$ cat src/rtl/ifetch_buf.sv
// ifetch_buf: instruction fetch/prefetch unit.
//
// Walks a fetch address and reads instruction memory over a req/ack
// handshake. Each fetched word is buffered together with its address in a
// small FIFO, and the FIFO head is offered to decode over valid/ready.
// A redirect from execute flushes the FIFO and restarts fetch at a new
// address. A redirect that arrives while a request is outstanding and not
// yet acked goes through DISCARD: the old request is held until its ack, and
// the returned word is dropped.
//
// Ports:
//   clock        system clock, rising edge
//   n_rst        asynchronous active-low reset
//   redirect     taken branch/jump this cycle
//   redirect_pc  new fetch address, valid with redirect
//   mem_req      memory read request (registered)
//   mem_addr     read address, stable while mem_req=1 (registered)
//   mem_ack      read data valid; may be combinational from mem_req
//   mem_rdata    instruction word, sampled when mem_req & mem_ack
//   inst_valid   FIFO head valid
//   inst         head instruction
//   inst_pc      address of head instruction
//   inst_ready   decode accepts head this cycle
//   stall_cnt    (only with IFETCH_STALL_CNT_EN) saturating count of cycles
//                where decode was ready but no instruction was available
//
// Optional feature macro: IFETCH_STALL_CNT_EN

module ifetch_buf #(
  parameter int DATA_W = 16,
  parameter int DEPTH  = 4,
  parameter int PTR_W  = 2
) (
  input  logic              clock,
  input  logic              n_rst,
  input  logic              redirect,
  input  logic [DATA_W-1:0] redirect_pc,
  output logic              mem_req,
  output logic [DATA_W-1:0] mem_addr,
  input  logic              mem_ack,
  input  logic [DATA_W-1:0] mem_rdata,
  output logic              inst_valid,
  output logic [DATA_W-1:0] inst,
  output logic [DATA_W-1:0] inst_pc,
  input  logic              inst_ready
`ifdef IFETCH_STALL_CNT_EN
  ,
  output logic [DATA_W-1:0] stall_cnt
`endif
);

  localparam int CNT_W = PTR_W + 1;
  localparam logic [CNT_W-1:0] DEPTH_C = CNT_W'(DEPTH);

  typedef enum logic [1:0] {IDLE, REQ, DISCARD} state_t;

  state_t            state_q, state_d;
  logic [DATA_W-1:0] fetch_pc_q, fetch_pc_d;
  logic [DATA_W-1:0] addr_q, addr_d;
  logic [PTR_W-1:0]  wr_ptr_q, wr_ptr_d;
  logic [PTR_W-1:0]  rd_ptr_q, rd_ptr_d;
  logic [CNT_W-1:0]  count_q, count_d;
  logic [DATA_W-1:0] fifo_inst_q [DEPTH];
  logic [DATA_W-1:0] fifo_inst_d [DEPTH];
  logic [DATA_W-1:0] fifo_pc_q   [DEPTH];
  logic [DATA_W-1:0] fifo_pc_d   [DEPTH];
  logic              push, pop;

  assign mem_req    = (state_q == REQ) || (state_q == DISCARD);
  assign mem_addr   = addr_q;
  assign inst_valid = (count_q != '0);
  assign inst       = fifo_inst_q[rd_ptr_q];
  assign inst_pc    = fifo_pc_q[rd_ptr_q];

  // A word is only kept when it answers a live request; data returning in
  // DISCARD, or together with a redirect, is dropped.
  assign push = (state_q == REQ) && mem_ack && !redirect;
  assign pop  = inst_valid && inst_ready;

  // FIFO storage and pointers; redirect flushes and wins over push and pop.
  always_comb begin
    wr_ptr_d = wr_ptr_q;
    rd_ptr_d = rd_ptr_q;
    count_d  = count_q;
    for (int i = 0; i < DEPTH; i++) begin
      fifo_inst_d[i] = fifo_inst_q[i];
      fifo_pc_d[i]   = fifo_pc_q[i];
    end
    if (redirect) begin
      wr_ptr_d = '0;
      rd_ptr_d = '0;
      count_d  = '0;
    end else begin
      if (push) begin
        fifo_inst_d[wr_ptr_q] = mem_rdata;
        fifo_pc_d[wr_ptr_q]   = addr_q;
        wr_ptr_d              = wr_ptr_q + PTR_W'(1);
      end
      if (pop) begin
        rd_ptr_d = rd_ptr_q + PTR_W'(1);
      end
      count_d = count_q + CNT_W'(push) - CNT_W'(pop);
    end
  end

  // Fetch sequencing. A new request is launched only when the post-update
  // count leaves a free slot, so a push can never overflow the FIFO.
  always_comb begin
    state_d    = state_q;
    fetch_pc_d = fetch_pc_q;
    addr_d     = addr_q;
    case (state_q)
      IDLE: begin
        if (redirect) begin
          fetch_pc_d = redirect_pc;
        end
        if (count_d < DEPTH_C) begin
          state_d = REQ;
          addr_d  = redirect ? redirect_pc : fetch_pc_q;
        end
      end
      REQ: begin
        if (redirect) begin
          fetch_pc_d = redirect_pc;
          if (mem_ack) begin
            addr_d = redirect_pc;
          end else begin
            // The bus cannot withdraw a request, so wait out its ack.
            state_d = DISCARD;
          end
        end else if (mem_ack) begin
          fetch_pc_d = addr_q + DATA_W'(1);
          if (count_d < DEPTH_C) begin
            addr_d = addr_q + DATA_W'(1);
          end else begin
            state_d = IDLE;
          end
        end
      end
      DISCARD: begin
        if (redirect) begin
          fetch_pc_d = redirect_pc;
        end
        if (mem_ack) begin
          state_d = REQ;
          addr_d  = redirect ? redirect_pc : fetch_pc_q;
        end
      end
      default: begin
        state_d = IDLE;
      end
    endcase
  end

  // State, address and FIFO registers.
  always_ff @(posedge clock or negedge n_rst) begin
    if (!n_rst) begin
      state_q    <= IDLE;
      fetch_pc_q <= '0;
      addr_q     <= '0;
      wr_ptr_q   <= '0;
      rd_ptr_q   <= '0;
      count_q    <= '0;
      for (int i = 0; i < DEPTH; i++) begin
        fifo_inst_q[i] <= '0;
        fifo_pc_q[i]   <= '0;
      end
    end else begin
      state_q    <= state_d;
      fetch_pc_q <= fetch_pc_d;
      addr_q     <= addr_d;
      wr_ptr_q   <= wr_ptr_d;
      rd_ptr_q   <= rd_ptr_d;
      count_q    <= count_d;
      for (int i = 0; i < DEPTH; i++) begin
        fifo_inst_q[i] <= fifo_inst_d[i];
        fifo_pc_q[i]   <= fifo_pc_d[i];
      end
    end
  end

`ifdef IFETCH_STALL_CNT_EN
  logic [DATA_W-1:0] stall_cnt_q, stall_cnt_d;

  // Decode starvation counter; saturates instead of wrapping.
  always_comb begin
    stall_cnt_d = stall_cnt_q;
    if (inst_ready && !inst_valid && (stall_cnt_q != '1)) begin
      stall_cnt_d = stall_cnt_q + DATA_W'(1);
    end
  end

  always_ff @(posedge clock or negedge n_rst) begin
    if (!n_rst) begin
      stall_cnt_q <= '0;
    end else begin
      stall_cnt_q <= stall_cnt_d;
    end
  end

  assign stall_cnt = stall_cnt_q;
`else
  // Stall counter not built.
`endif

endmodule

$ cat config.mk
export PLATFORM = sky130hd
export DESIGN_NAME = ifetch_buf
export DESIGN_NICKNAME = d
export VERILOG_FILES = /design/src/rtl/ifetch_buf.sv
export SDC_FILE = /design/constraint.sdc
export NUM_CORES = 1
export LEC_CHECK = 0
export BUFFER_PORTS_ARGS = -buffer_cell sky130_fd_sc_hd__buf_4
export CAP_MARGIN = 20
export CORE_MARGIN = 1.5
export CORE_UTILIZATION = 53
export DETAILED_ROUTE_END_ITERATION = 8
export PLACE_DENSITY = 0.73
export SLEW_MARGIN = 20
export SYNTH_ARGS = -nofsm -noshare
export SYNTH_HDL_FRONTEND = slang
export SYNTH_SLANG_ARGS = --single-unit
$ cat constraint.sdc
create_clock -name clock -period 2.9 [get_ports clock]
set_input_delay 0.58 -clock clock [delete_from_list [all_inputs] [get_ports clock]]
set_output_delay 0.58 -clock clock [all_outputs]
set_load 0.03 [all_outputs]
==> results of run 1 <==
worst max-delay path by stage:
stage | slack (ps) | from | cells after the start | end
after floorplan | -100 | state_q[1]$_DFFE_PN0P_ | 15 | mem_addr[7]$_DFFE_PN0P_
after global placement | 10 | count_q[2]$_DFF_PN0_ | 13 | mem_addr[14]$_DFFE_PN0P_
after detailed placement | -30 | count_q[2]$_DFF_PN0_ | 13 | mem_addr[14]$_DFFE_PN0P_
after CTS | 1 | count_q[2]$_DFF_PN0_ | 13 | mem_addr[14]$_DFFE_PN0P_
after global routing | 20 | count_q[1]$_DFF_PN0_ | 13 | state_q[0]$_DFFE_PN0P_
final | 150 | count_q[1]$_DFF_PN0_ | 13 | mem_addr[14]$_DFFE_PN0P_
layout by cell type (no fill, tap or decap), types with 3 or more instances in the layout:
master       n
nor2_1      37
a211oi_1     4
a222oi_1     4
a31oi_1      3
ha_4         3
dfrtp_2      3
clkbuf_8     7
xnor2_1     12
buf_4      110
clkinv_2     3
dfrtp_1    166
or3_1        3
mux4_2      32
o22ai_1     14
o21ai_0     46
a22oi_1      6
clkbuf_16   17
a21oi_1     22
nand2_1     38
inv_2        3
nand3_1     10
nor3_1       4
inv_1        9
buf_12       3
mux2i_1      3
ha_1         9
mux2_2     107
xor2_1       5
what timing repair did:
| action | CTS | global route |
|---|---|---|
| gates resized for setup | 1 | 3 |
| setup buffers | 0 | 2 |
| pin swaps | 0 | 8 |
| cloned | 0 | 1 |
| setup endpoints to repair | 5 | 18 |
area by class of cell:
type	count	share of cell area (%)
flip-flops and latches	169	44.0
multi-input cells	401	37.7
repair buffers	114	9.32
clock buffers	26	5.50
well taps	184	2.39
clock inverters	6	0.624
inverters	13	0.507
stage by stage:
stage | hold WS, ps | cells | utilization (%) | area [um^2] | total power (W)
5_1_grt | 162 | 913 | 65.5 | 9630 | 0.0119
4_1_cts | 138 | 910 | 65.3 | 9600 | 0.0113
3_3_place_gp | 456 | 878 | 61.3 | 9000 | 0.00886
6_report | 128 | 913 | 65.5 | 9630 | 0.0113
3_5_place_dp | 465 | 878 | 61.3 | 9000 | 0.00907
2_1_floorplan | 284 | 627 | - | 8110 | 0.00742
cell families after synthesis:
logic type	after synthesis	share of synthesized area (%)
xor gates and xnor gates	18	2.13
muxes	143	24.5
adders and majority gates	13	2.12
DFF	169	52.6
AOI/OAI and AO/OA	112	8.32
buffers and inverters	58	3.22
and+or+nand+nor	114	7.16
report_power, final:
group | switching, W | total (W) | internal, W
Clock | 0.000875 | 0.00221 | 0.00134
Sequential | 0.000702 | 0.00393 | 0.00322
Combinational | 0.00278 | 0.00518 | 0.00240
layer usage:
metal / share of wire [%] / GRT usage, %
met4: 2.1 / 9.80
met1: 43 / 31.8
met2: 50 / 39.2
met3: 4.4 / 4.25
met5: 0 / 0
critical path: stages (launching register included):
cell and delay (ps):
dfrtp_1 370, or3_4 380, and2_4 160, ha_4 200, inv_2 60, ha_4 110
inv_2 30, fa_2 320, xnor3_1 200, or3_4 380, nand2_4 100, buf_12 130
a21oi_1 40, a2bb2oi_1 130
sequential cells by signal, summed over array words and instances (netlist names):
register / count
wr_ptr_q: 2
count_q: 3
mem_addr: 16
fifo_pc_q: 64
rd_ptr_q: 2
fetch_pc_q: 16
state_q: 2
fifo_inst_q: 64
==> impl_metrics.json, run 1 <==
{
  "track_usage_pct": 23.9,
  "die_area_mm2": 0.0159,
  "cts_buffers": 17,
  "crit_path_max_fanout": 16,
  "cts_sinks": 169,
  "multi_input_area_mm2": 0.00363,
  "drt-initial-drc-count": 313,
  "fp.dieH_um": 126,
  "antenna_found_initial": 0,
  "start_util_pct": 54.7,
  "yosys.area.top_type": "dfrtp_1",
  "cts_tree": "built",
  "cap_violations": 0,
  "grt_pass1_wl_um": 29600,
  "required_ps": 3200,
  "yosys-top-cells-area": "dfrtp_1, mux2_2, mux4_2",
  "hpwl_um": 12000,
  "num_vias": 5515,
  "yosysSeqAreaShare_pct": 52.6,
  "fmax_ghz": 0.364,
  "grt_start_max_net_pins": 60,
  "pre_cts_ws_ps": -25.0,
  "grt_pass1_vias": 5719,
  "port_buffers": 86,
  "postSynthAreaPerCell_um2": 12.8,
  "dr.pass1.iters": 5,
  "drt_drc_violations_left": 0,
  "power.density_mw_per_mm2": 1180,
  "p_leak_nw": 4.40,
  "setup_viol": 0,
  "drv_slew": 0,
  "post-route-min-period_ps": 2750,
  "async_flop_share_pct": 100,
  "fillers": 1083,
  "gp_congestion": 0.875,
  "htreeDepth": 4,
  "clockBufferDepth": 2,
  "synth.net_count": 677,
  "post-route-period-util_pct": 94.9,
  "clockRootBuffer": "clkbuf_16",
  "synth_common_cells": "dfrtp_1, mux2_2, o21ai_0",
  "fin_tns_setup_ps": 0,
  "hold_viol": 0,
  "seqCellArea_mm2": 0.00423,
  "synth_top_area_share_pct": 52.6,
  "synth-main-ff-cell": "dfrtp_1",
  "drive_gt1_share_pct": 42.4,
  "tightestPinTransition_ps": 696,
  "ant_nets": 0,
  "ys_ff_latch": 169,
  "syn-cell-area_mm2": 0.00804,
  "slew-limit-headroom_pct": 53.1,
  "post_drt_wl_per_cell_um": 19.9,
  "ctsHoldBuffers": 0,
  "core_mm2": 0.0147,
  "rsz0062_at_grt": "false",
  "synth-edff-count": 0,
  "cp.arrival_ps": 3060,
  "cp-end-kind": "register",
  "wl_um": 18200,
  "yosysUniqueCellTypes": 55,
  "nNetsFinal": 766,
  "critPathLaunchType": "register",
  "synth.most_common_cell": "dfrtp_1",
  "die_x_um": 126,
  "clock_skew_ps": 6.93,
  "regToRegSetupSlack_ps": 150,
  "yosys_warnings": 0,
  "areaGrowthSynthToFinish_pct": 19.7,
  "reg2reg_depth": 13,
  "r2r-start": "count_q[1]$_DFF_PN0_",
  "core.rowCount": 44,
  "antennaDiodeCount": 0,
  "vdd_drop_max_v": 0.000689,
  "status": "completed",
  "hold_path.class": "input pin to async pin",
  "layout_setup_ws_ps": 149,
  "synthCells": 627,
  "ios": 87,
  "vias_per_cell": 6.04,
  "critical_path_class": "register to register",
  "grt_overflow": 0,
  "cts.reportedPaths.clkPinSlew_ps": 60,
  "clk_latency_ps": 420,
  "regToRegEndpoint": "mem_addr[14]$_DFFE_PN0P_"
}
Power figures use the tool's default switching activity.
==> inputs of run 2 (changes only) <==
RECOVER_POWER = 100   (was default)
==> impl_metrics.json, run 2 (synthesis results as in run 1) <==
{
  "status": "completed",
  "dpl_cell_area_mm2": 0.00900,
  "core_mm2": 0.0147,
  "antenna_found_initial": 0,
  "wl_um": 18100,
  "hold_path.class": "input pin to register",
  "cts.reportedPaths.clkPinSlew_ps": 60,
  "grt_overflow": 0,
  "hold_path.startpoint": "mem_rdata[10]",
  "grt_pass1_vias": 5719,
  "cpPeakStageDelay_ps": 380,
  "critical_path_class": "register to register",
  "start_util_pct": 54.7,
  "grt_start_max_net_pins": 60,
  "tightestPinTransition_ps": 1480,
  "cp.arrival_ps": 3110,
  "drt-initial-drc-count": 335,
  "dr.pass1.iters": 5,
  "grt_pass1_wl_um": 29600,
  "top_regs": "fifo_inst_q (64), fifo_pc_q (64)",
  "port_buffers": 86,
  "clk_latency_ps": 420,
  "rsz0062_at_grt": "false",
  "final_common_cell": "dfrtp_1",
  "cts_buffers": 17,
  "clockRootBuffer": "clkbuf_16",
  "track_usage_pct": 23.9,
  "fp.dieH_um": 126,
  "vias_per_cell": 6.03,
  "finalPower_w": 0.0110,
  "fin_tns_setup_ps": 0,
  "multi_input_area_mm2": 0.00359,
  "drive_gt1_share_pct": 38.7,
  "vdd_drop_max_v": 0.000687,
  "hold_depth": 2,
  "r2r-start": "count_q[1]$_DFF_PN0_",
  "die_x_um": 126,
  "crit_path_max_fanout": 6,
  "power.density_mw_per_mm2": 1170,
  "reg2reg_depth": 11,
  "worstHoldEndpoint": "fifo_inst_q[10]$_DFFE_PN0P_",
  "ctsHoldBuffers": 0,
  "regToRegEndpoint": "mem_addr[7]$_DFFE_PN0P_",
  "path_buf_inv": 2,
  "core.rowCount": 44,
  "clock_skew_ps": 6.61,
  "fmax_ghz": 0.357,
  "required_ps": 3210,
  "htreeDepth": 4,
  "cts_tree": "built",
  "regToRegSetupSlack_ps": 100,
  "ios": 87,
  "slew-limit-headroom_pct": 1.13,
  "seqCellArea_mm2": 0.00423,
  "crit_family": "simple AND/OR/NAND/NOR gates",
  "setup_viol": 0,
  "final_cell_mix": "dfrtp_1, mux2_2, buf_4",
  "cap_violations": 0,
  "drt_drc_violations_left": 0,
  "fillers": 1132,
  "areaGrowthSynthToFinish_pct": 17.0,
  "gp_congestion": 0.875,
  "p_leak_nw": 4.29,
  "nNetsFinal": 766,
  "crit_chain": "or3_4, and2_4, ha_4, inv_2, ha_4, inv_2, fa_2, xnor3_1, or3_4, and2_2, a22o_1",
  "critPathSlowestCell": "or3_4",
  "ant_nets": 0,
  "cp-end-kind": "register",
  "final_util_pct": 64.0,
  "critPathLaunchType": "register",
  "num_vias": 5508,
  "hold_viol": 0,
  "antennaDiodeCount": 0,
  "dp_cells": 878,
  "hpwl_um": 12000,
  "final_area_mm2": 0.00941,
  "post-route-min-period_ps": 2800,
  "clockBufferDepth": 2,
  "post_drt_wl_per_cell_um": 19.9,
  "drv_slew": 0,
  "die_area_mm2": 0.0159,
  "fin_cells": 913,
  "post-route-period-util_pct": 96.5,
  "cts_sinks": 169
}
run 2: cell types whose count changed in the layout (fill, tap and decap cells not counted), sizes merged:
cell	before	now
buf	114	64
clkbuf	26	76
run 2: final cells by class:
cell class / instances / area share, %
clock inverters: 6 / 0.638
repair buffers: 114 / 7.59
flip-flops and latches: 169 / 45.0
multi-input cells: 401 / 38.2
inverters: 13 / 0.519
clock buffers: 26 / 5.62
well taps: 184 / 2.45
run 2: metrics by stage:
stage / hold slack, ps / setup slack (ps)
finish: 402 / 102
global route: 409 / 18.5
CTS: 138 / 1.34
detailed placement: 465 / -25.0
global placement: 456 / 13.9
floorplan: 284 / -104
run 2: what timing repair did:
item	4_1_cts	5_1_grt
setup buffers	0	2
resized for setup	1	3
setup endpoints to repair	5	18
pin swaps	0	8
cloned	0	1
run 2: worst max path at each step:
stage | start | to | slack [ps] | cells after the start
final | count_q[1]$_DFF_PN0_ | mem_addr[7]$_DFFE_PN0P_ | 100 | 11
after global routing | count_q[1]$_DFF_PN0_ | state_q[0]$_DFFE_PN0P_ | 20 | 13
after CTS | count_q[2]$_DFF_PN0_ | mem_addr[14]$_DFFE_PN0P_ | 1 | 13
after detailed placement | count_q[2]$_DFF_PN0_ | mem_addr[14]$_DFFE_PN0P_ | -30 | 13
after global placement | count_q[2]$_DFF_PN0_ | mem_addr[14]$_DFFE_PN0P_ | 10 | 13
after floorplan | state_q[1]$_DFFE_PN0P_ | mem_addr[7]$_DFFE_PN0P_ | -100 | 15
run 2: report_power, final:
part           total (W)  leakage (nW)  switching, W  internal, W
combinational    0.00485          1.82       0.00276      0.00208
clock            0.00221         0.288      0.000876      0.00134
sequential       0.00392          2.18      0.000699      0.00322
total             0.0110          4.29       0.00434      0.00665
run 2: layer usage:
metal  routed length (um)  global-route usage [%]  vias to the layer above
li1                     -                       -                     2468
met1                 7830                    31.8                     2828
met2                 9050                    39.2                      183
met3                  866                    4.25                       29
met4                  378                    9.80                        0
met5                    0                       0                        -
